[config.mk]
export PLATFORM = sky130hd
export DESIGN_NAME = reg_file
export DESIGN_NICKNAME = d
export VERILOG_FILES = /design/src/rtl/reg_file.sv
export SDC_FILE = /design/constraint.sdc
export NUM_CORES = 2
export LEC_CHECK = 0
export ABC_AREA = 0
export CORE_MARGIN = 10
export CORE_UTILIZATION = 25
export CTS_CLUSTER_DIAMETER = 150
export DETAILED_ROUTE_END_ITERATION = 8
export GPL_TIMING_DRIVEN = 0
export PLACE_DENSITY = 0.52
export SLEW_MARGIN = 20
export SYNTH_ARGS = -nofsm -noshare
export SYNTH_HDL_FRONTEND = slang
export SYNTH_SLANG_ARGS = --single-unit
[constraint.sdc]
create_clock -name clk -period 2.1 [get_ports clk]
set_clock_uncertainty 0.2 [all_clocks]
set_input_delay 0.21 -clock clk [delete_from_list [all_inputs] [get_ports clk]]
set_output_delay 0.21 -clock clk [all_outputs]
set_load 0.1 [all_outputs]
[src/rtl/reg_file.sv]
// reg_file: MIPS 32x32 GPR file with HI/LO pair, debug read port and write counter.
// Define REG_FILE_BYPASS_EN for write-first bypass on read_data1/2 and hi_out/lo_out.
module reg_file #(
  parameter logic [31:0] SP_INIT = 32'h0000_3FFC,
  parameter logic [31:0] GP_INIT = 32'h0000_1800,
  parameter int          DBG_EN  = 1
) (
  input  logic        clk,
  input  logic        reset,
  input  logic [4:0]  read_reg1,
  input  logic [4:0]  read_reg2,
  output logic [31:0] read_data1,
  output logic [31:0] read_data2,
  input  logic        reg_write,
  input  logic [4:0]  write_reg,
  input  logic [31:0] write_data,
  input  logic        hilo_write,
  input  logic [31:0] hi_in,
  input  logic [31:0] lo_in,
  output logic [31:0] hi_out,
  output logic [31:0] lo_out,
  input  logic [4:0]  dbg_reg,
  output logic [31:0] dbg_data,
  output logic [15:0] write_count
);
  logic [31:0] gpr_q [32];
  logic [31:0] gpr_d [32];
  logic [31:0] hi_q, hi_d, lo_q, lo_d;
  logic [15:0] wc_q, wc_d;
  logic        gpr_we, hilo_we;
  always_comb begin
    gpr_we  = reg_write && !reset && write_reg != 5'd0;
    hilo_we = hilo_write && !reset;
    gpr_d   = gpr_q;
    if (gpr_we) gpr_d[write_reg] = write_data;
    wc_d = wc_q + {15'd0, gpr_we};
    hi_d = hilo_we ? hi_in : hi_q;
    lo_d = hilo_we ? lo_in : lo_q;
  end
  always_ff @(posedge clk) begin
    if (reset) begin
      for (int i = 0; i < 32; i++)
        gpr_q[i] <= (i == 28) ? GP_INIT : (i == 29) ? SP_INIT : 32'h0;
      hi_q <= '0;
      lo_q <= '0;
      wc_q <= '0;
    end else begin
      gpr_q <= gpr_d;
      hi_q  <= hi_d;
      lo_q  <= lo_d;
      wc_q  <= wc_d;
    end
  end
  always_comb begin
`ifdef REG_FILE_BYPASS_EN
    read_data1 = (read_reg1 == 5'd0) ? '0 : (gpr_we && write_reg == read_reg1) ? write_data : gpr_q[read_reg1];
    read_data2 = (read_reg2 == 5'd0) ? '0 : (gpr_we && write_reg == read_reg2) ? write_data : gpr_q[read_reg2];
    hi_out     = hilo_we ? hi_in : hi_q;
    lo_out     = hilo_we ? lo_in : lo_q;
`else
    read_data1 = (read_reg1 == 5'd0) ? '0 : gpr_q[read_reg1];
    read_data2 = (read_reg2 == 5'd0) ? '0 : gpr_q[read_reg2];
    hi_out     = hi_q;
    lo_out     = lo_q;
`endif
    dbg_data    = (DBG_EN == 0 || dbg_reg == 5'd0) ? '0 : gpr_q[dbg_reg];
    write_count = wc_q;
  end
endmodule

==> metrics.csv <==
metric,value,unit
Reg2Reg Launch Point,write_count[2]$_SDFF_PP0_,
top fanout value on the critical path,10,
Starting Density,25.1,%
R2R Setup Slk,210,ps
HP Start,reset,
Leak,28.5,nW
"Top FF cell, synth",dfxtp_1,
GPL Wtd Cong,1.05,
WS Path Type,in -> out,
Root Buffer,clkbuf_16,
final WL,414,mm
Min-Delay Path Class,in -> reg,
"Seq/Total Area, Yosys",34.9,%
async set-reset flop share out of synthesis,0,%
CTS tree,yes,
syn avg cell area,9.07,um2
Post-Synthesis Cells,6976,
pre-CTS setup slack,-4070,ps
Fmax,0.298,GHz
crit path time final,3350,ps
routed len/inst,37.4,um
Pre-antenna DRT Iters,7,
endpoints failing setup,156,
dpl hpwl,309,mm
Worst-Margin Slew,1550,ps
Area growth syn-to-layout,33.7,%
library cells used by synthesis,51,
vias per inst,5.99,
final instance area,0.0845,mm2
H-tree depth,4,
Worst-Skew Late Latency,840,ps
share of layout cells above drive strength 1,34.8,%
# nets final,7696,
Worst EP required,1690,ps
Die Y,523,um
RSZ-0062 raised after global routing,true,
1st-iter DRT viols,9772,
VDD IR max,0.000669,V
power density over cell area,688,mW/mm2
Die X-Extent,523,um
IO buf count,285,
Worst Setup End Kind,output port,
GRT overflow,0,
final worst setup slack,-1250,ps
# rows,184,
CTS Buffer Depth,3,
cell taking the most area after synthesis,dfxtp_1,
# DRC,0,
"count leader, synth",nand2_1,
Worst slew margin,-3.51,%
Post-synth top cells,"nand2_1, dfxtp_1, a21oi_1",
Final Max Tran Viols,11,
hold endpoint,gpr_q[128]$_SDFFE_PP0P_,
top post-synthesis cells by area,"dfxtp_1, mux4_2, nand2_1",
status,"finished, violations left",
# Max-Cap Violations,1,
Setup crit start kind,input pin,
core area,0.252,mm2
R2R Path End,write_count[12]$_SDFF_PP0_,
"flops & latches, synth",1104,
vias in the first global route,62280,
antenna violations before repair,23,
GRT Total Usage,28.8,%
syn_nets,7099,
# clock sinks,1104,
IO Pins,296,
via count,66218,
CTS buffer count,139,
Final ANT Viol Nets,0,
total power,58.2,mW
period utilization,160,%
Final Hold Fails,0,
Synth top area share,34.9,%
number of synthesized flops with an enable pin,0,
Clock Pin Slew Worst Setup and Hold Paths,60,ps
synth warn,0,
Synth Cell Area,0.0632,mm2
reg2reg path depth,4,
Hold Crit Depth,5,
failing checks,"max-capacitance violations, max-slew violations, negative setup slack",
Post-DP Area,0.0730,mm2
Worst Path Arrival,2940,ps
pin count of the biggest net entering global routing,17,
fill count,25540,
die area,0.273,mm2
first-pass GRT wire length,547,mm
## metal layers
layer | vias to the layer above | wire length (um) | share of wire, % | global-route usage, %
li1 | 26292 | - | - | -
met2 | 5607 | 172000 | 42 | 42.1
met5 | - | 264 | 0.064 | 0.468
met1 | 32760 | 144000 | 35 | 33.7
met4 | 14 | 42900 | 10 | 23.6
met3 | 1545 | 54500 | 13 | 10.4
## worst max path at each step
stage                     end                    start
2_1_floorplan  read_data1[12]             read_reg1[1]
3_3_place_gp   read_data1[17]             read_reg1[0]
3_5_place_dp   read_data1[17]             read_reg1[0]
4_1_cts        read_data2[21]  gpr_q[533]$_SDFFE_PP0P_
5_1_grt        read_data2[17]  gpr_q[529]$_SDFFE_PP0P_
6_report       read_data2[17]             read_reg2[2]
## power breakdown
part           internal [mW]  switching (mW)  total, mW
combinational           2.99            7.91       10.9
sequential              21.0           0.134       21.2
clock                   15.0            11.2       26.1
## cells in the final DEF, fill, tap and decap left out, drive strengths merged, types with 10 or more instances in the layout
cell type and n:
a2111oi 29, a211oi 104, a21oi 1059, a22o 52
a22oi 152, and2 25, buf 552, bufinv 13
clkbuf 656, clkdlybuf4s50 97, clkinv 33, dfxtp 1104
diode 18, dlygate4sd3 82, inv 10, mux2 71
mux2i 490, mux4 575, nand2 1996, nand3 36
nand3b 16, nor2 81, nor2b 135, nor3 71
nor4 48, o21ai 36, o221ai 29, o22ai 46
o32ai 15
## critical path: stages
cell and delay [ps]:
buf_4 210, clkbuf_1 820, mux4_2 460, a22o_4 280, a2111oi_4 490, nor3_4 200, buf_12 230
## sequential cells by signal, indices dropped and copies added, names as in the netlist
register	cells
lo_out	32
gpr_q	1024
hi_out	32
write_count	16
## repair_timing
action	CTS	global route
resized for setup	2483	269
setup endpoints to repair	1256	689
endpoints found under the hold margin	76	3
pin swaps	246	79
setup buffers	80	12
hold buffers	80	2
## stage by stage
stage                     instances  TNS [ps]  utilization (%)  hold WS, ps
after detailed placement      10621  -2475260             29.0          274
final                         11048    -99340             33.6         61.5
after global placement        10609  -2583620             28.9          266
after CTS                     11019    -93980             33.3         3.08
after global routing          11038    -95090             33.6         20.5
after floorplan                6976    -53160                -          146
## kinds of logic (layout without fill, tap and decap cells)
group                    Yosys count  after routing  synth area share (%)
AND/OR/NAND/NOR                 2447           2447                  16.0
buffers and inverters            748           1454                  5.37
multiplexers                    1136           1136                  29.5
XOR/XNOR                          10             10                 0.138
AO/OA/AOI/OAI                   1528           1528                  14.0
flip-flops                      1104           1104                  34.9
other                              0             18                     0
adder cells (fa/ha/maj)            3              3                0.0594
## layout make-up
class	count	area (um2)	share of cell area, %
well taps	3348	4190	4.95
multi-input cells	5124	42700	50.5
repair buffers	471	4910	5.80
plain buffers	732	5050	5.97
diodes	18	45.0	0.0533
inverters	1	8.76	0.0104
flip-flops and latches	1104	22800	27.0
clock inverters	59	858	1.02
clock buffers	191	3950	4.68
Note: power is estimated with default switching activity, not from simulation.
